[config.mk]
export PLATFORM = sky130hd
export DESIGN_NAME = bus_ctrl
export DESIGN_NICKNAME = d
export VERILOG_FILES = /design/src/rtl/bus_ctrl.sv
export SDC_FILE = /design/constraint.sdc
export NUM_CORES = 1
export LEC_CHECK = 0
export CORE_AREA = 2 2 123 125
export CTS_BUF_LIST = sky130_fd_sc_hd__clkbuf_2 sky130_fd_sc_hd__clkbuf_4 sky130_fd_sc_hd__clkbuf_8
export CTS_CLUSTER_SIZE = 10
export DETAILED_ROUTE_END_ITERATION = 10
export DIE_AREA = 0 0 125 127
export PLACE_DENSITY = 0.75
export SLEW_MARGIN = 20
export SYNTH_ARGS = -nofsm -noshare
export SYNTH_HDL_FRONTEND = slang
export SYNTH_SLANG_ARGS = --single-unit
[constraint.sdc]
create_clock -name clk -period 4.29 [get_ports clk]
set_input_delay 0.429 -clock clk [delete_from_list [all_inputs] [get_ports clk]]
set_output_delay 0.429 -clock clk [all_outputs]
set_load 0.02 [all_outputs]
[src/rtl/bus_ctrl.sv]
// bus_ctrl: single-master bus controller between the cpu bus master port and
// NSLAVE slaves. It registers each request, decodes the slave number into a
// one-hot select, waits for the selected slave's ack with a timeout, and
// returns a one-cycle ready pulse with read data or an error flag.
module bus_ctrl #(
    parameter int unsigned XLEN        = 32,
    parameter int unsigned SLAVE_WIDTH = 4,
    parameter int unsigned NSLAVE      = 4,
    parameter int unsigned TIMEOUT     = 15
) (
    input  logic                          clk,
    input  logic                          rst,
    input  logic                          m_req,
    input  logic                          m_wen,
    input  logic [2:0]                    m_mode,
    input  logic [SLAVE_WIDTH-1:0]        m_num,
    input  logic [XLEN-SLAVE_WIDTH-1:0]   m_addr,
    input  logic [XLEN-1:0]               m_dat_i,
    output logic [XLEN-1:0]               m_dat_o,
    output logic                          m_ready,
    output logic                          m_err,
    output logic [NSLAVE-1:0]             s_sel,
    output logic                          s_wen,
    output logic [2:0]                    s_mode,
    output logic [XLEN-SLAVE_WIDTH-1:0]   s_addr,
    output logic [XLEN-1:0]               s_dat_o,
    input  logic [NSLAVE*XLEN-1:0]        s_dat_i,
    input  logic [NSLAVE-1:0]             s_ack,
    output logic [7:0]                    err_cnt
);

    localparam int unsigned AW = XLEN - SLAVE_WIDTH;
    localparam int unsigned CW = $clog2(TIMEOUT + 1);

    typedef enum logic [1:0] {
        ST_IDLE,
        ST_ACCESS,
        ST_RESP
    } state_e;

    state_e            state_q, state_d;
    logic [NSLAVE-1:0] s_sel_q, s_sel_d;
    logic              s_wen_q, s_wen_d;
    logic [2:0]        s_mode_q, s_mode_d;
    logic [AW-1:0]     s_addr_q, s_addr_d;
    logic [XLEN-1:0]   s_dat_o_q, s_dat_o_d;
    logic [XLEN-1:0]   m_dat_o_q, m_dat_o_d;
    logic              m_ready_q, m_ready_d;
    logic              m_err_q, m_err_d;
    logic [CW-1:0]     wait_q, wait_d;
    logic [7:0]        err_cnt_q, err_cnt_d;

    logic [NSLAVE-1:0] sel_dec;
    logic              num_ok;
    logic              ack_hit;
    logic [XLEN-1:0]   rd_mux;

    // One-hot decode; an out-of-range number shifts the bit out, leaving zero
    always_comb begin
        sel_dec = NSLAVE'(1) << m_num;
        num_ok  = |sel_dec;
        ack_hit = |(s_ack & s_sel_q);
    end

    // Read-data slice of the currently selected slave
    always_comb begin
        rd_mux = '0;
        for (int k = 0; k < int'(NSLAVE); k++) begin
            if (s_sel_q[k]) begin
                rd_mux = rd_mux | s_dat_i[k*XLEN +: XLEN];
            end
        end
    end

    // Next-state and register-update logic
    always_comb begin
        state_d   = state_q;
        s_sel_d   = s_sel_q;
        s_wen_d   = s_wen_q;
        s_mode_d  = s_mode_q;
        s_addr_d  = s_addr_q;
        s_dat_o_d = s_dat_o_q;
        m_dat_o_d = m_dat_o_q;
        m_ready_d = 1'b0;
        m_err_d   = 1'b0;
        wait_d    = wait_q;
        err_cnt_d = err_cnt_q;

        case (state_q)
            ST_IDLE: begin
                if (m_req) begin
                    s_wen_d   = m_wen;
                    s_mode_d  = m_mode;
                    s_addr_d  = m_addr;
                    s_dat_o_d = m_dat_i;
                    if (num_ok) begin
                        s_sel_d = sel_dec;
                        wait_d  = '0;
                        state_d = ST_ACCESS;
                    end else begin
                        m_dat_o_d = '0;
                        m_ready_d = 1'b1;
                        m_err_d   = 1'b1;
                        state_d   = ST_RESP;
                    end
                end
            end
            ST_ACCESS: begin
                // Ack is checked before the timeout so a last-cycle ack still succeeds
                if (ack_hit) begin
                    m_dat_o_d = s_wen_q ? '0 : rd_mux;
                    m_ready_d = 1'b1;
                    s_sel_d   = '0;
                    state_d   = ST_RESP;
                end else if (wait_q == CW'(TIMEOUT - 1)) begin
                    m_dat_o_d = '0;
                    m_ready_d = 1'b1;
                    m_err_d   = 1'b1;
                    s_sel_d   = '0;
                    state_d   = ST_RESP;
                end else begin
                    wait_d = wait_q + CW'(1);
                end
            end
            ST_RESP: begin
                if (m_err_q && (err_cnt_q != 8'hFF)) begin
                    err_cnt_d = err_cnt_q + 8'd1;
                end
                state_d = ST_IDLE;
            end
            default: begin
                s_sel_d = '0;
                state_d = ST_IDLE;
            end
        endcase
    end

    // State and output registers with synchronous active-low reset
    always_ff @(posedge clk) begin
        if (!rst) begin
            state_q   <= ST_IDLE;
            s_sel_q   <= '0;
            s_wen_q   <= 1'b0;
            s_mode_q  <= '0;
            s_addr_q  <= '0;
            s_dat_o_q <= '0;
            m_dat_o_q <= '0;
            m_ready_q <= 1'b0;
            m_err_q   <= 1'b0;
            wait_q    <= '0;
            err_cnt_q <= '0;
        end else begin
            state_q   <= state_d;
            s_sel_q   <= s_sel_d;
            s_wen_q   <= s_wen_d;
            s_mode_q  <= s_mode_d;
            s_addr_q  <= s_addr_d;
            s_dat_o_q <= s_dat_o_d;
            m_dat_o_q <= m_dat_o_d;
            m_ready_q <= m_ready_d;
            m_err_q   <= m_err_d;
            wait_q    <= wait_d;
            err_cnt_q <= err_cnt_d;
        end
    end

    assign m_dat_o = m_dat_o_q;
    assign m_ready = m_ready_q;
    assign m_err   = m_err_q;
    assign s_sel   = s_sel_q;
    assign s_wen   = s_wen_q;
    assign s_mode  = s_mode_q;
    assign s_addr  = s_addr_q;
    assign s_dat_o = s_dat_o_q;
    assign err_cnt = err_cnt_q;

endmodule

# Word level (Yosys, flattened, before mapping)
# Index checks and enable logic that the tools add are counted.
[totals]
elab_cells = 72
reg_bits = 116
in_bits = 203
output_inout_bits = 110
[op_classes]
n_reduce_logical = 11
n_shift = 1
mux = 32
n_addsub = 2
bitwise = 5
n_eq_ne = 10
[ops]
columns = ["cell", "count"]
rows = [
  ["$mux 32", 9],
  ["$or 32x32->32", 3],
  ["$pmux 32 s2", 1],
  ["$mux 4", 8],
  ["$pmux 4 s3", 1],
  ["$ne 2x2->1 const B", 5],
  ["$add 8x1->8 const B", 1],
  ["$mux 2", 4],
  ["$ne 8x8->1 const B", 1],
  ["$pmux 4 s2", 1],
  ["$reduce_and 4->1", 2],
  ["$reduce_or 4->1", 2],
  ["$reduce_and 2->1", 3],
  ["$mux 1", 5],
  ["$reduce_and 5->1", 1],
  ["$add 4x1->4 const B", 1],
  ["$and 4x4->4", 1],
  ["$eq 4x4->1 const B", 1],
  ["$pmux 1 s2", 2],
  ["$pmux 2 s2", 1],
  ["$shl 1x4->4 const A", 1],
  ["$ne 3x3->1 const B", 1],
  ["$eq 2x1->1 const B", 1],
  ["$eq 2x2->1 const B", 1],
  ["4 further kinds", 4],
]

# Depth between registers and ports, before layout
# Gate-level depths: netlist of the first run.
[depth]
ltp_word = 10
mapped_depth = 7
ltp_nobuf = 6

# Worst setup path after synthesis of the first run
# OpenSTA, ideal clock, no wires.
[synth_path]
path_kind = "flip-flop to flip-flop"
from = "reg s_sel_q[3], in the netlist s_sel[3]"
to = "reg m_dat_o_q[0], in the netlist m_dat_o[0]"
period_less_slack_ns = 1.745
arrival_time_ns = 1.678
t_required_ns = 4.222
setup_time_ns = 0.068
n_path_buf = 3
slack_ns = 2.545
path_stages_with_launch = 8
cell_sequence = "dfxtp_1 buf_2 a22oi_2 and2_4 or4_4 buf_6 buf_6 o2bb2ai_2"
[synth_via]
elab_chain_len = 4
word_cells_on_any_way = 8
classes_between = "eq/ne: 1; mux: 4; bitwise: 1; reduce/logical: 2"
[synth_rtl]
columns = ["element", "line", "text"]
rows = [
  ["start: declaration", "42", "logic [NSLAVE-1:0] s_sel_q, s_sel_d;"],
  ["start signal: assignment", "154", "s_sel_q <= s_sel_d;"],
  ["$and 4x4->4 / $mux 32 (equally long branches)", "62, 69", ""],
  ["$reduce_or 4->1 / $mux 32 (equally long branches)", "62, 111", ""],
  ["$ne 3x3->1 (no source line) / $mux 32 (equally long branches)", "--", ""],
  ["$reduce_and 4->1 (no source line) / $pmux 32 s2 (equally long branches)", "--", ""],
  ["end signal: assignment", "159", "m_dat_o_q <= m_dat_o_d;"],
  ["end: declaration", "47", "logic [XLEN-1:0] m_dat_o_q, m_dat_o_d;"],
]
# Several ways; a longest one is shown, not always the timed one.
# A chain may end at the register's enable or synchronous reset.

# Final worst setup path of the first run
[layout_path]
from = "reg s_sel_q[0], in the netlist s_sel[0]"
to = "out s_sel[0]"
[layout_lines]
columns = ["element", "line", "text"]
rows = [
  ["end: declaration", "22", "output logic [NSLAVE-1:0] s_sel,"],
]
# No word-level cell between the ends.

==> flow_summary.html, run 1 <==
<table>
<tr><th>Metric</th><th>Value</th></tr>
<tr><th colspan="2">Run status</th></tr>
<tr><td>Status</td><td>finished, final reports clean</td></tr>
<tr><th colspan="2">Critical path</th></tr>
<tr><td>Worst Path Required</td><td>3.86 ns</td></tr>
<tr><td>Setup CP Type</td><td>reg2out</td></tr>
<tr><td>Crit end category</td><td>output pin</td></tr>
<tr><td>Nature of the critical path startpoint</td><td>register</td></tr>
<tr><td>Reg-to-reg critical path startpoint</td><td>wait_q[0]$_SDFFE_PN0P_</td></tr>
<tr><td>Timing startpoint of the critical path</td><td>s_sel[0]$_SDFFE_PN0P_</td></tr>
<tr><td>Endpoint arrival time on the critical path</td><td>1.93 ns</td></tr>
<tr><td>Worst-path maximum fanout</td><td>34</td></tr>
<tr><th colspan="2">GRT</th></tr>
<tr><td>Number of antenna violations at the first check in global routing</td><td>2</td></tr>
<tr><td>GRT Residual Overflow</td><td>0</td></tr>
<tr><td>Global-route total usage across every layer</td><td>21.9%</td></tr>
<tr><td>Met3 GRT Util</td><td>8.08%</td></tr>
<tr><td>Global-route wire length before repair</td><td>27500 µm</td></tr>
<tr><td>Largest net degree at the start of global routing</td><td>78</td></tr>
<tr><td>Global routing met1 resource utilization</td><td>26.0%</td></tr>
<tr><td>Grt peak-use layer</td><td>met2</td></tr>
<tr><td>Global-route met2 utilization</td><td>35.2%</td></tr>
<tr><td>Via count of the first global-routing pass</td><td>5119</td></tr>
<tr><th colspan="2">STA</th></tr>
<tr><td>Layout Skew</td><td>0.0144 ns</td></tr>
<tr><td>Final worst setup slack</td><td>1.93 ns</td></tr>
<tr><td>Slew HR</td><td>40.5%</td></tr>
<tr><td>Fin. max-slew vios</td><td>0</td></tr>
<tr><td>Period Utilization, post-route</td><td>55.0%</td></tr>
<tr><td>Worst slew pin tran</td><td>0.890 ns</td></tr>
<tr><td>Number of hold-slack violations in the final timing report</td><td>0</td></tr>
<tr><td>Final setup TNS</td><td>0 ns</td></tr>
<tr><td>Final setup violation count</td><td>0</td></tr>
<tr><td>Final critical-path required period</td><td>2.36 ns</td></tr>
<tr><td>Unrepaired setup endpoints after global routing</td><td>no</td></tr>
<tr><td>Maximum operating frequency</td><td>0.424 GHz</td></tr>
<tr><th colspan="2">Synthesis</th></tr>
<tr><td>Mean instance size in the synthesized netlist</td><td>9.18 µm²</td></tr>
<tr><td>Yosys reg bits</td><td>116</td></tr>
<tr><td>Fraction of synthesized cell area taken by the top area cell type</td><td>47.2%</td></tr>
<tr><td>Synthesized netlist cell count</td><td>536</td></tr>
<tr><td>Post-Syn Area</td><td>0.00492 mm²</td></tr>
<tr><td>Yosys cell types</td><td>44</td></tr>
<tr><td>Area contributors post-synth</td><td>dfxtp_1 47%, nand2_1 10%, o2bb2ai_2 9.2%</td></tr>
<tr><td>Library cell with the largest summed area after synthesis</td><td>dfxtp_1</td></tr>
<tr><td>Prevailing post-synth register cell</td><td>dfxtp_1</td></tr>
<tr><td>Number of synthesis warnings</td><td>0</td></tr>
<tr><td>Part of the Yosys area used for sequential elements</td><td>47.2%</td></tr>
<tr><td>Number of flops mapped to enable cells by yosys</td><td>0</td></tr>
<tr><td>Share of flip-flops with an asynchronous set or reset after synthesis</td><td>0%</td></tr>
<tr><td>Post-Syn Nets</td><td>742</td></tr>
<tr><th colspan="2">Route</th></tr>
<tr><td>Initial detailed-routing violation count</td><td>212</td></tr>
<tr><td>Routed wire length</td><td>17800 µm</td></tr>
<tr><td>Count of TritonRoute iterations in the first routing pass</td><td>4</td></tr>
<tr><td>Antenna Nets Post-Route</td><td>0</td></tr>
<tr><td>Routed via count divided by cell count</td><td>5.08</td></tr>
<tr><td>Detailed-route DRC error count</td><td>0</td></tr>
<tr><td>Number of vias in the routed layout</td><td>5202</td></tr>
<tr><td>Average wire per standard cell</td><td>17.4 µm</td></tr>
<tr><th colspan="2">Layout</th></tr>
<tr><td>Final Core Density</td><td>59.2%</td></tr>
<tr><td>Footprint of the multi-input gates</td><td>0.00238 mm²</td></tr>
<tr><td>Top library cells by usage in the layout, fill and taps aside</td><td>312 x clkdlybuf4s50_1, 131 x nand2_1, 116 x dfxtp_1, 70 x a21oi_1, 34 x a22o_1</td></tr>
<tr><td>Cell area after layout</td><td>0.00854 mm²</td></tr>
<tr><td>Number of fill cells in the layout</td><td>1283</td></tr>
<tr><td>Nets@finish</td><td>1035</td></tr>
<tr><td>Most common library cell in the layout ignoring fill and taps</td><td>clkdlybuf4s50_1</td></tr>
<tr><td>Share of cells above drive strength 1</td><td>9.06%</td></tr>
<tr><td>FF/Latch Area</td><td>0.00232 mm²</td></tr>
<tr><td>Area added between synthesis and finish</td><td>73.6%</td></tr>
<tr><th colspan="2">Power</th></tr>
<tr><td>Maximum vdd ir drop</td><td>0.000235 V</td></tr>
<tr><td>PD cells</td><td>314 mW/mm²</td></tr>
<tr><td>Leakage</td><td>3.05 nW</td></tr>
<tr><th colspan="2">Die</th></tr>
<tr><td>Count of pins on the block boundary</td><td>313</td></tr>
<tr><td>Floorplan Core Area</td><td>0.0144 mm²</td></tr>
<tr><td>Floorplan die height</td><td>127 µm</td></tr>
<tr><td>Effective utilization at floorplan</td><td>34.1%</td></tr>
<tr><td>Total die area</td><td>0.0159 mm²</td></tr>
<tr><td>Die Width</td><td>125 µm</td></tr>
<tr><td>Row cnt</td><td>44</td></tr>
<tr><th colspan="2">CTS</th></tr>
<tr><td>Number of hold-repair buffers added at the cts stage</td><td>0</td></tr>
<tr><td>Number of sinks on the clock net</td><td>116</td></tr>
<tr><td>Source-to-sink clock delay at the later pin of the worst-skew pair</td><td>0.43 ns</td></tr>
<tr><td>Post-cts gate resize count</td><td>0</td></tr>
<tr><td>Cell at the root of the clock tree</td><td>clkbuf_8</td></tr>
<tr><td>Max H-tree Level</td><td>4</td></tr>
<tr><td>Count of buffers added by post-CTS timing repair for setup</td><td>0</td></tr>
<tr><td>Clock Pin Slew Worst Setup and Hold Paths</td><td>0.06 ns</td></tr>
<tr><td>Number of buffers between clock root and the deepest sink</td><td>2</td></tr>
<tr><td>TritonCTS clock tree</td><td>yes</td></tr>
<tr><td>Num CTS Buffers</td><td>17</td></tr>
<tr><th colspan="2">Place</th></tr>
<tr><td>Final weighted congestion of routability-driven global placement</td><td>0.841</td></tr>
<tr><td>Worst slack at placement</td><td>1.56 ns</td></tr>
<tr><td>Area of placed instances</td><td>0.00813 mm²</td></tr>
<tr><td>Detail Placement HPWL</td><td>13000 µm</td></tr>
<tr><td>Port buffer count</td><td>312</td></tr>
<tr><th colspan="2">Run</th></tr>
<tr><td>Number of maximum-capacitance violations</td><td>0</td></tr>
<tr><th colspan="2">Hold path</th></tr>
<tr><td>Min-delay src</td><td>s_dat_o[25]$_SDFFE_PN0P_</td></tr>
<tr><td>Hold Crit Class</td><td>reg2reg</td></tr>
</table>
-- path summary, 6_finish.rpt --
kind	depth (start not counted)	slack, ns	to
worst max-delay path	2	1.93	s_sel[0]
worst min-delay path	2	0.45	s_dat_o[25]$_SDFFE_PN0P_
worst max register to register	7	1.95	m_dat_o[9]$_SDFFE_PN0P_
worst min register to register	2	0.45	s_dat_o[25]$_SDFFE_PN0P_
-- area by class of cell --
class,count,area share (%)
timing repair buffer,320,37.3
sequential,116,27.2
inverter,5,0.220
multi-input combinational,369,27.9
tap,184,2.70
clock buffer,25,3.88
clock inverter,4,0.820
antenna,2,0.0586
-- kinds of logic (layout without fill, tap and decap cells) --
logic type	Yosys count	count (layout)	share of synthesized area [%]
buffers and inverters	51	354	4.76
xor gates and xnor gates	5	5	0.890
DFF	116	116	47.2
AOI/OAI and AO/OA	187	187	31.4
muxes	1	1	0.203
adders and majority gates	3	3	0.763
and+or+nand+nor	173	173	14.8
other	0	2	0
-- cells in the mapped netlist, types with 3 or more instances --
master / count
a221oi_1: 32
o21ai_0: 4
nor2_1: 14
dfxtp_1: 116
ha_1: 3
buf_2: 6
xor2_1: 5
buf_1: 4
inv_1: 5
o2bb2ai_2: 30
nand3_1: 6
a22o_1: 34
buf_6: 4
o211ai_1: 3
a21oi_1: 71
nand4_1: 3
nand2_1: 131
clkbuf_1: 30
-- per-layer routing --
layer | wire [µm] | vias to the layer above
met1 | 7150 | 2402
met3 | 1690 | 32
li1 | - | 2529
met5 | 0 | -
met2 | 8350 | 239
met4 | 601 | 0
-- worst max-delay path, stage by stage, from the launching register on --
cell	delay [ns]
dfxtp_1	0.40
buf_4	0.40
clkdlybuf4s50_1	0.69
-- stage by stage --
stage / std cells / total power, mW / hold WS (ns)
after floorplan: 536 / 1.36 / 0.464
after global placement: 994 / 1.68 / 0.441
after detailed placement: 994 / 1.68 / 0.446
after CTS: 1023 / 2.71 / 0.454
after global routing: 1025 / 2.81 / 0.468
final: 1025 / 2.68 / 0.452
-- report_power, final --
group / internal, mW / leakage (nW) / total (mW) / switching [mW]
registers: 1.12 / 0.946 / 1.15 / 0.0248
clock network: 0.612 / 0.211 / 1.02 / 0.413
logic: 0.284 / 1.89 / 0.509 / 0.225
-- registers in the layout, summed over array words and instances, names as in the netlist, 2 cells and up --
register	cells
m_dat_o	32
s_addr	28
wait_q	4
state_q	2
s_mode	3
s_dat_o	32
s_sel	4
err_cnt	8
Note: power is estimated with default switching activity, not from simulation.
==> run 2, diff against run 1 <==
--- a/config.mk
+++ b/config.mk
@@ -5,12 +5,12 @@
 export SDC_FILE = /design/constraint.sdc
 export NUM_CORES = 1
 export LEC_CHECK = 0
-export CORE_AREA = 2 2 123 125
+export CORE_AREA = 2 2 121 123
 export CTS_BUF_LIST = sky130_fd_sc_hd__clkbuf_2 sky130_fd_sc_hd__clkbuf_4 sky130_fd_sc_hd__clkbuf_8
 export CTS_CLUSTER_SIZE = 10
 export DETAILED_ROUTE_END_ITERATION = 10
-export DIE_AREA = 0 0 125 127
-export PLACE_DENSITY = 0.75
+export DIE_AREA = 0 0 123 125
+export PLACE_DENSITY = 0.78
 export SLEW_MARGIN = 20
 export SYNTH_ARGS = -nofsm -noshare
 export SYNTH_HDL_FRONTEND = slang
==> constraint.sdc (replaced) <==
create_clock -name clk -period 2.3 [get_ports clk]
set_input_delay 0.23 -clock clk [delete_from_list [all_inputs] [get_ports clk]]
set_output_delay 0.23 -clock clk [all_outputs]
set_load 0.02 [all_outputs]
==> run 2 against run 1 <==
Compared with the run above: first-iteration DRC count increased by 21%; setup slack worse by 1.7 ns; largest cell class unchanged; core utilization up 1.9 points; wire length shrank 1.1%; largest power group unchanged; combinational power rose by 91%; hold slack worse by 0.12 ns; count of clock-buffer cells in the layout decreased by 5; sequential power increased by 86%.
==> flow_summary.html, run 2 (synthesis gave the netlist of run 1 again) <==
<table>
<tr><th>Metric</th><th>Value</th></tr>
<tr><th colspan="2">Die</th></tr>
<tr><td>Effective utilization at floorplan</td><td>34.6% (was 34.1%)</td></tr>
<tr><td>Total die area</td><td>0.0154 mm² (was 0.0159 mm²)</td></tr>
<tr><td>Row cnt</td><td>44 (unchanged)</td></tr>
<tr><td>Floorplan die height</td><td>125 µm (was 127 µm)</td></tr>
<tr><td>Floorplan Core Area</td><td>0.0142 mm² (was 0.0144 mm²)</td></tr>
<tr><td>Die Width</td><td>123 µm (was 125 µm)</td></tr>
<tr><td>Count of pins on the block boundary</td><td>313 (unchanged)</td></tr>
<tr><th colspan="2">Layout</th></tr>
<tr><td>Area added between synthesis and finish</td><td>76.3% (was 73.6%)</td></tr>
<tr><td>Most common library cell in the layout ignoring fill and taps</td><td>clkdlybuf4s50_1 (unchanged)</td></tr>
<tr><td>Nets@finish</td><td>1037 (was 1035)</td></tr>
<tr><td>Top library cells by usage in the layout, fill and taps aside</td><td>312 x clkdlybuf4s50_1, 131 x nand2_1, 116 x dfxtp_1, 70 x a21oi_1, 34 x a22o_1 (unchanged)</td></tr>
<tr><td>Number of fill cells in the layout</td><td>1222 (was 1283)</td></tr>
<tr><td>Share of cells above drive strength 1</td><td>9.60% (was 9.06%)</td></tr>
<tr><th colspan="2">Route</th></tr>
<tr><td>Routed via count divided by cell count</td><td>5.04 (was 5.08)</td></tr>
<tr><td>Number of vias in the routed layout</td><td>5184 (was 5202)</td></tr>
<tr><td>Average wire per standard cell</td><td>17.1 µm (was 17.4 µm)</td></tr>
<tr><td>Antenna Nets Post-Route</td><td>0 (unchanged)</td></tr>
<tr><td>Detailed-route DRC error count</td><td>0 (unchanged)</td></tr>
<tr><td>Routed wire length</td><td>17600 µm (was 17800 µm)</td></tr>
<tr><td>Initial detailed-routing violation count</td><td>256 (was 212)</td></tr>
<tr><td>Count of TritonRoute iterations in the first routing pass</td><td>4 (unchanged)</td></tr>
<tr><th colspan="2">Run status</th></tr>
<tr><td>Status</td><td>finished, final reports clean (unchanged)</td></tr>
<tr><th colspan="2">GRT</th></tr>
<tr><td>GRT Residual Overflow</td><td>0 (unchanged)</td></tr>
<tr><td>Global-route total usage across every layer</td><td>22.6% (was 21.9%)</td></tr>
<tr><td>Number of antenna violations at the first check in global routing</td><td>1 (was 2)</td></tr>
<tr><td>Global-route wire length before repair</td><td>26600 µm (was 27500 µm)</td></tr>
<tr><td>Largest net degree at the start of global routing</td><td>66 (was 78)</td></tr>
<tr><td>Via count of the first global-routing pass</td><td>5029 (was 5119)</td></tr>
<tr><th colspan="2">CTS</th></tr>
<tr><td>Cell at the root of the clock tree</td><td>clkbuf_8 (unchanged)</td></tr>
<tr><td>Number of buffers between clock root and the deepest sink</td><td>2 (unchanged)</td></tr>
<tr><td>Clock Pin Slew Worst Setup and Hold Paths</td><td>0.07 ns (was 0.06 ns)</td></tr>
<tr><td>Num CTS Buffers</td><td>17 (unchanged)</td></tr>
<tr><td>TritonCTS clock tree</td><td>yes (unchanged)</td></tr>
<tr><td>Post-cts gate resize count</td><td>0 (unchanged)</td></tr>
<tr><td>Count of buffers added by post-CTS timing repair for setup</td><td>0 (unchanged)</td></tr>
<tr><td>Number of hold-repair buffers added at the cts stage</td><td>0 (unchanged)</td></tr>
<tr><td>Source-to-sink clock delay at the later pin of the worst-skew pair</td><td>0.44 ns (was 0.43 ns)</td></tr>
<tr><td>Number of sinks on the clock net</td><td>116 (unchanged)</td></tr>
<tr><td>Max H-tree Level</td><td>4 (unchanged)</td></tr>
<tr><th colspan="2">Critical path</th></tr>
<tr><td>Crit end category</td><td>output pin (unchanged)</td></tr>
<tr><td>Nature of the critical path startpoint</td><td>register (unchanged)</td></tr>
<tr><td>Slowest stage cell, crit path</td><td>clkdlybuf4s50_1 (unchanged)</td></tr>
<tr><td>Setup CP Type</td><td>reg2out (unchanged)</td></tr>
<tr><td>FF-to-FF End</td><td>m_dat_o[10]$_SDFFE_PN0P_ (was m_dat_o[9]$_SDFFE_PN0P_)</td></tr>
<tr><td>Reg-to-reg critical path startpoint</td><td>s_sel[1]$_SDFFE_PN0P_ (was wait_q[0]$_SDFFE_PN0P_)</td></tr>
<tr><td>Timing startpoint of the critical path</td><td>s_sel[2]$_SDFFE_PN0P_ (was s_sel[0]$_SDFFE_PN0P_)</td></tr>
<tr><td>Buf+Inv Stages, Crit Path</td><td>2 (unchanged)</td></tr>
<tr><td>Worst Path Required</td><td>2.07 ns (was 3.86 ns)</td></tr>
<tr><td>Worst R2R Setup Slack</td><td>0.53 ns (was 1.95 ns)</td></tr>
<tr><td>Worst-path maximum fanout</td><td>34 (unchanged)</td></tr>
<tr><td>Dominant delay contributor by cell family on the critical path</td><td>buffers and inverters (unchanged)</td></tr>
<tr><td>Cell-by-cell listing of the critical path</td><td>buf_4 -&gt; clkdlybuf4s50_1 (unchanged)</td></tr>
<tr><td>Endpoint arrival time on the critical path</td><td>1.88 ns (was 1.93 ns)</td></tr>
<tr><td>Peak per-stage delay on the critical path</td><td>0.68 ns (was 0.69 ns)</td></tr>
<tr><td>Count of cells along the worst register-to-register path</td><td>4 (was 7)</td></tr>
<tr><th colspan="2">STA</th></tr>
<tr><td>Fin. max-slew vios</td><td>0 (unchanged)</td></tr>
<tr><td>Maximum operating frequency</td><td>0.475 GHz</td></tr>
<tr><td>Worst slew pin tran</td><td>0.639 ns (was 0.890 ns)</td></tr>
<tr><td>Final critical-path required period</td><td>2.11 ns</td></tr>
<tr><td>Unrepaired setup endpoints after global routing</td><td>no (unchanged)</td></tr>
<tr><td>Period Utilization, post-route</td><td>91.5%</td></tr>
<tr><td>Number of hold-slack violations in the final timing report</td><td>0 (unchanged)</td></tr>
<tr><td>Layout Skew</td><td>0.0138 ns (was 0.0144 ns)</td></tr>
<tr><td>Final setup TNS</td><td>0 ns (unchanged)</td></tr>
<tr><td>Slew HR</td><td>57.3% (was 40.5%)</td></tr>
<tr><td>Hold slack final</td><td>0.332 ns (was 0.452 ns)</td></tr>
<tr><td>Final setup violation count</td><td>0 (unchanged)</td></tr>
<tr><th colspan="2">Power</th></tr>
<tr><td>Maximum vdd ir drop</td><td>0.000399 V (was 0.000235 V)</td></tr>
<tr><td>Leakage</td><td>3.09 nW (was 3.05 nW)</td></tr>
<tr><td>PD cells</td><td>602 mW/mm² (was 314 mW/mm²)</td></tr>
<tr><th colspan="2">Hold path</th></tr>
<tr><td>Count of cells along the worst hold path</td><td>3 (was 2)</td></tr>
<tr><td>Min-delay src</td><td>m_mode[0] (was s_dat_o[25]$_SDFFE_PN0P_)</td></tr>
<tr><td>Hold Crit Class</td><td>in2reg (was reg2reg)</td></tr>
<tr><td>Hold Path Sink</td><td>s_mode[0]$_SDFFE_PN0P_ (was s_dat_o[25]$_SDFFE_PN0P_)</td></tr>
<tr><th colspan="2">Place</th></tr>
<tr><td>Final weighted congestion of routability-driven global placement</td><td>0.854 (was 0.841)</td></tr>
<tr><td>Detail Placement HPWL</td><td>13000 µm (about the same)</td></tr>
<tr><td>Port buffer count</td><td>312 (unchanged)</td></tr>
<tr><th colspan="2">Run</th></tr>
<tr><td>Number of maximum-capacitance violations</td><td>0 (unchanged)</td></tr>
</table>
run 2: changes by cell type in the layout (fill, tap and decap cells not counted):
cell,previous run,this run
buf_12,0,6
bufinv_16,2,4
clkinvlp_4,0,3
buf_4,8,4
clkbuf_8,23,19
diode_2,2,1
clkbuf_4,2,1
clkinv_4,0,3
run 2: how the worst max path moves through the flow:
stage                                          end  slack (ns)  cells past startpoint
after floorplan            m_dat_o[0]$_SDFFE_PN0P_        0.55                      7
after global placement    m_dat_o[24]$_SDFFE_PN0P_        0.25                      5
after detailed placement  m_dat_o[15]$_SDFFE_PN0P_        0.26                      5
after CTS                                 s_sel[2]        0.15                      2
after global routing                      s_sel[2]         0.1                      2
final                                     s_sel[2]        0.19                      2
run 2: routing by layer:
layer / up-vias / part of all wire (%) / GRT usage [%] / wire, µm
met5: - / 0 / 0 / 0
met4: 0 / 3.3 / 10.5 / 584
met3: 33 / 10 / 10.6 / 1820
met2: 227 / 48 / 36.7 / 8400
met1: 2393 / 39 / 24.8 / 6780
li1: 2531 / - / - / -
run 2: tightest hold or removal path, cell delays in order:
cell	delay, ns
clkdlybuf4s50_1	0.39
nand2_1	0.05
a21oi_1	0.05
run 2: cell type report:
class	count	area (µm²)	area share [%]
antenna	1	2.50	0.0288
clock buffer	20	269	3.10
clock inverter	12	179	2.06
inverter	5	18.8	0.216
multi-input combinational	369	2380	27.4
sequential	116	2320	26.8
tap	184	230	2.65
timing repair buffer	322	3270	37.7
run 2: metrics by stage:
stage	util (%)	instance area (µm²)	power [mW]	instances	worst slack, ns
floorplan	-	4920	2.55	536	0.555
global placement	57.9	8220	3.15	996	0.255
detailed placement	57.9	8220	3.16	996	0.255
CTS	61.1	8670	5.28	1028	0.151
global route	61.1	8670	5.44	1029	0.0970
finish	61.1	8670	5.22	1029	0.195
run 2: power breakdown:
group	internal, mW	switching (mW)
Sequential	2.09	0.0466
Combinational	0.548	0.423
Clock	1.25	0.855
Total	3.89	1.33
==> run 3, diff against run 2 <==
--- a/config.mk
+++ b/config.mk
@@ -5,11 +5,12 @@
 export SDC_FILE = /design/constraint.sdc
 export NUM_CORES = 1
 export LEC_CHECK = 0
-export CORE_AREA = 2 2 121 123
+export CORE_MARGIN = 2
+export CORE_UTILIZATION = 35
 export CTS_BUF_LIST = sky130_fd_sc_hd__clkbuf_2 sky130_fd_sc_hd__clkbuf_4 sky130_fd_sc_hd__clkbuf_8
 export CTS_CLUSTER_SIZE = 10
 export DETAILED_ROUTE_END_ITERATION = 10
-export DIE_AREA = 0 0 123 125
+export HOLD_SLACK_MARGIN = 0.03
 export PLACE_DENSITY = 0.78
 export SLEW_MARGIN = 20
 export SYNTH_ARGS = -nofsm -noshare
==> run 3 against run 2 <==
Compared with the run above: wire length rose by 0.32%; flip-flop and latch count did not move; fmax fell by 0.50%; critical path depth did not move; register-to-register slack improved by 0.04 ns; sequential share of layout area rose by 0.077 points; global-route usage rose by 0.16 points.
==> flow_summary.html, run 3 (synthesis gave the netlist of run 1 again) <==
<table>
<tr><th>Metric</th><th>Value</th></tr>
<tr><th colspan="2">CTS</th></tr>
<tr><td>Source-to-sink clock delay at the later pin of the worst-skew pair</td><td>0.44 ns (about the same)</td></tr>
<tr><td>Clock Pin Slew Worst Setup and Hold Paths</td><td>0.08 ns (was 0.07 ns)</td></tr>
<tr><td>Number of buffers between clock root and the deepest sink</td><td>2 (unchanged)</td></tr>
<tr><td>Cell at the root of the clock tree</td><td>clkbuf_8 (unchanged)</td></tr>
<tr><td>Number of hold-repair buffers added at the cts stage</td><td>0 (unchanged)</td></tr>
<tr><td>Number of sinks on the clock net</td><td>116 (unchanged)</td></tr>
<tr><td>Post-cts gate resize count</td><td>0 (unchanged)</td></tr>
<tr><td>Max H-tree Level</td><td>4 (unchanged)</td></tr>
<tr><td>TritonCTS clock tree</td><td>yes (unchanged)</td></tr>
<tr><td>Num CTS Buffers</td><td>17 (unchanged)</td></tr>
<tr><td>Count of buffers added by post-CTS timing repair for setup</td><td>0 (unchanged)</td></tr>
<tr><th colspan="2">Die</th></tr>
<tr><td>Die Width</td><td>123 µm (about the same)</td></tr>
<tr><td>Effective utilization at floorplan</td><td>35.6% (was 34.6%)</td></tr>
<tr><td>Floorplan die height</td><td>123 µm (was 125 µm)</td></tr>
<tr><td>Floorplan Core Area</td><td>0.0138 mm² (was 0.0142 mm²)</td></tr>
<tr><td>Row cnt</td><td>43 (was 44)</td></tr>
<tr><td>Count of pins on the block boundary</td><td>313 (unchanged)</td></tr>
<tr><td>Total die area</td><td>0.0150 mm² (was 0.0154 mm²)</td></tr>
<tr><th colspan="2">GRT</th></tr>
<tr><td>Number of antenna violations at the first check in global routing</td><td>0 (was 1)</td></tr>
<tr><td>Via count of the first global-routing pass</td><td>5112 (was 5029)</td></tr>
<tr><td>Global-route wire length before repair</td><td>26100 µm (was 26600 µm)</td></tr>
<tr><td>Global-route total usage across every layer</td><td>22.7% (was 22.6%)</td></tr>
<tr><td>GRT Residual Overflow</td><td>0 (unchanged)</td></tr>
<tr><td>Largest net degree at the start of global routing</td><td>66 (unchanged)</td></tr>
<tr><th colspan="2">Critical path</th></tr>
<tr><td>Endpoint arrival time on the critical path</td><td>1.89 ns (was 1.88 ns)</td></tr>
<tr><td>Buf+Inv Stages, Crit Path</td><td>2 (unchanged)</td></tr>
<tr><td>Worst-path maximum fanout</td><td>34 (unchanged)</td></tr>
<tr><td>FF-to-FF End</td><td>wait_q[3]$_SDFFE_PN0P_ (was m_dat_o[10]$_SDFFE_PN0P_)</td></tr>
<tr><td>Slowest stage cell, crit path</td><td>clkdlybuf4s50_1 (unchanged)</td></tr>
<tr><td>Worst Path Required</td><td>2.07 ns (about the same)</td></tr>
<tr><td>Worst R2R Setup Slack</td><td>0.57 ns (was 0.53 ns)</td></tr>
<tr><td>Setup CP Type</td><td>reg2out (unchanged)</td></tr>
<tr><td>Crit end category</td><td>output pin (unchanged)</td></tr>
<tr><td>Count of cells along the worst register-to-register path</td><td>6 (was 4)</td></tr>
<tr><td>Nature of the critical path startpoint</td><td>register (unchanged)</td></tr>
<tr><td>Dominant delay contributor by cell family on the critical path</td><td>buffers and inverters (unchanged)</td></tr>
<tr><td>Reg-to-reg critical path startpoint</td><td>wait_q[0]$_SDFFE_PN0P_ (was s_sel[1]$_SDFFE_PN0P_)</td></tr>
<tr><td>Cell-by-cell listing of the critical path</td><td>buf_4 -&gt; clkdlybuf4s50_1 (unchanged)</td></tr>
<tr><td>Peak per-stage delay on the critical path</td><td>0.68 ns (about the same)</td></tr>
<tr><th colspan="2">Power</th></tr>
<tr><td>Sequential share of power</td><td>41.1% (was 41.0%)</td></tr>
<tr><td>PD cells</td><td>602 mW/mm² (about the same)</td></tr>
<tr><td>Psw</td><td>1.38 mW (was 1.33 mW)</td></tr>
<tr><td>Net switching share of the total power</td><td>26.4% (was 25.4%)</td></tr>
<tr><td>Leakage</td><td>3.10 nW (was 3.09 nW)</td></tr>
<tr><td>Combinational share of power</td><td>18.7% (was 18.6%)</td></tr>
<tr><td>Part of the power in the clock network</td><td>40.2% (was 40.4%)</td></tr>
<tr><td>Maximum vdd ir drop</td><td>0.000395 V (was 0.000399 V)</td></tr>
<tr><td>Post-layout power</td><td>5.21 mW (was 5.22 mW)</td></tr>
<tr><td>Internal power</td><td>3.83 mW (was 3.89 mW)</td></tr>
<tr><th colspan="2">Hold path</th></tr>
<tr><td>Hold Crit Class</td><td>in2reg (unchanged)</td></tr>
<tr><td>Hold Path Sink</td><td>s_dat_o[22]$_SDFFE_PN0P_ (was s_mode[0]$_SDFFE_PN0P_)</td></tr>
<tr><td>Min-delay src</td><td>m_dat_i[22] (was m_mode[0])</td></tr>
<tr><td>Count of cells along the worst hold path</td><td>3 (unchanged)</td></tr>
<tr><th colspan="2">Route</th></tr>
<tr><td>Count of TritonRoute iterations in the first routing pass</td><td>4 (unchanged)</td></tr>
<tr><td>Antenna Nets Post-Route</td><td>0 (unchanged)</td></tr>
<tr><td>Number of vias in the routed layout</td><td>5227 (was 5184)</td></tr>
<tr><td>Routed via count divided by cell count</td><td>5.09 (was 5.04)</td></tr>
<tr><td>Initial detailed-routing violation count</td><td>282 (was 256)</td></tr>
<tr><td>Average wire per standard cell</td><td>17.2 µm (was 17.1 µm)</td></tr>
<tr><td>Routed wire length</td><td>17700 µm (was 17600 µm)</td></tr>
<tr><td>Detailed-route DRC error count</td><td>0 (unchanged)</td></tr>
<tr><th colspan="2">STA</th></tr>
<tr><td>Period Utilization, post-route</td><td>92.0% (was 91.5%)</td></tr>
<tr><td>Unrepaired setup endpoints after global routing</td><td>no (unchanged)</td></tr>
<tr><td>Fin. max-slew vios</td><td>0 (unchanged)</td></tr>
<tr><td>Layout Skew</td><td>0.00743 ns (was 0.0138 ns)</td></tr>
<tr><td>Final setup violation count</td><td>0 (unchanged)</td></tr>
<tr><td>Final setup TNS</td><td>0 ns (unchanged)</td></tr>
<tr><td>Worst slew pin tran</td><td>0.580 ns (was 0.639 ns)</td></tr>
<tr><td>Slew HR</td><td>61.2% (was 57.3%)</td></tr>
<tr><td>Final critical-path required period</td><td>2.12 ns (was 2.11 ns)</td></tr>
<tr><td>Hold slack final</td><td>0.328 ns (was 0.332 ns)</td></tr>
<tr><td>Number of hold-slack violations in the final timing report</td><td>0 (unchanged)</td></tr>
<tr><td>Maximum operating frequency</td><td>0.473 GHz (was 0.475 GHz)</td></tr>
<tr><td>Final worst setup slack</td><td>0.184 ns (was 0.195 ns)</td></tr>
<tr><th colspan="2">Place</th></tr>
<tr><td>Port buffer count</td><td>312 (unchanged)</td></tr>
<tr><td>Final weighted congestion of routability-driven global placement</td><td>0.845 (was 0.854)</td></tr>
<tr><td>Worst slack at placement</td><td>0.241 ns (was 0.255 ns)</td></tr>
<tr><td>Detail Placement HPWL</td><td>12900 µm (was 13000 µm)</td></tr>
<tr><td>Placed Cells incl. Taps</td><td>994 (was 996)</td></tr>
<tr><th colspan="2">Run</th></tr>
<tr><td>Number of maximum-capacitance violations</td><td>0 (unchanged)</td></tr>
<tr><th colspan="2">Run status</th></tr>
<tr><td>Status</td><td>finished, final reports clean (unchanged)</td></tr>
<tr><th colspan="2">Layout</th></tr>
<tr><td>Number of fill cells in the layout</td><td>1211 (was 1222)</td></tr>
<tr><td>Post-route non-filler standard cell count</td><td>1026 (was 1029)</td></tr>
<tr><td>Area added between synthesis and finish</td><td>75.8% (was 76.3%)</td></tr>
<tr><td>Share of cells above drive strength 1</td><td>9.81% (was 9.60%)</td></tr>
<tr><td>Most common library cell in the layout ignoring fill and taps</td><td>clkdlybuf4s50_1 (unchanged)</td></tr>
<tr><td>Nets@finish</td><td>1039 (was 1037)</td></tr>
<tr><td>Number of antenna cells inserted</td><td>0 (was 1)</td></tr>
<tr><td>Top library cells by usage in the layout, fill and taps aside</td><td>312 x clkdlybuf4s50_1, 131 x nand2_1, 116 x dfxtp_1, 70 x a21oi_1, 34 x a22o_1 (unchanged)</td></tr>
</table>
==> run 3: changes by cell type in the layout (fill, tap and decap cells not counted) <==
cell and change:
buf_4 +4, clkinv_4 +2, diode_2 -1, inv_6 +2
clkinvlp_4 -1, clkbuf_8 -2, clkbuf_4 -1, buf_12 -2
==> run 3: power groups by stage <==
| stage | Clock, mW | Combinational, mW | Sequential, mW |
|---|---|---|---|
| final | 2.09 | 0.975 | 2.14 |
| after global routing | 2.24 | 1.05 | 2.15 |
| after CTS | 2.15 | 0.984 | 2.14 |
| after detailed placement | 0 | 0.976 | 2.19 |
| after global placement | 0 | 0.971 | 2.18 |
| after floorplan | 0 | 0.263 | 2.28 |
==> run 3: per-stage QoR <==
stage	area [µm²]	utilization (%)
2_1_floorplan	4920	-
3_3_place_gp	8210	59.4
3_5_place_dp	8210	59.4
4_1_cts	8650	62.6
5_1_grt	8650	62.6
6_report	8650	62.6
==> run 3: worst max-delay path by stage <==
stage / startpoint / end / slack [ns] / cells past startpoint
global placement: s_ack[0] / m_dat_o[24]$_SDFFE_PN0P_ / 0.25 / 5
floorplan: s_sel[3]$_SDFFE_PN0P_ / m_dat_o[0]$_SDFFE_PN0P_ / 0.55 / 7
finish: s_sel[2]$_SDFFE_PN0P_ / s_sel[2] / 0.18 / 2
detailed placement: s_ack[0] / m_dat_o[24]$_SDFFE_PN0P_ / 0.24 / 5
CTS: s_sel[3]$_SDFFE_PN0P_ / s_sel[3] / 0.17 / 2
global route: s_sel[3]$_SDFFE_PN0P_ / s_sel[3] / 0.12 / 2
==> run 3: area by class of cell <==
type / instances / area [µm²] / area share, %
clock inverters: 15 / 206 / 2.39
repair buffers: 324 / 3260 / 37.7
multi-input cells: 369 / 2380 / 27.5
flip-flops and latches: 116 / 2320 / 26.8
inverters: 5 / 18.8 / 0.217
clock buffers: 17 / 234 / 2.71
well taps: 180 / 225 / 2.60
==> run 3: worst register-to-register path: cells and delay by family, from the launching register on <==
family,cells,cell delay [ns]
AO/OA/AOI/OAI,1,0.16
buffers and inverters,1,0.07
flip-flops,1,0.38
AND/OR/NAND/NOR,3,0.85
adder cells (fa/ha/maj),1,0.19
==> run 3: per-layer routing <==
layer / wire length [µm] / track usage [%] / vias to the layer above
met3: 1860 / 10.2 / 37
met1: 6660 / 24.1 / 2411
li1: - / - / 2545
met2: 8560 / 38.5 / 234
met5: 0 / 0 / -
met4: 565 / 10.6 / 0
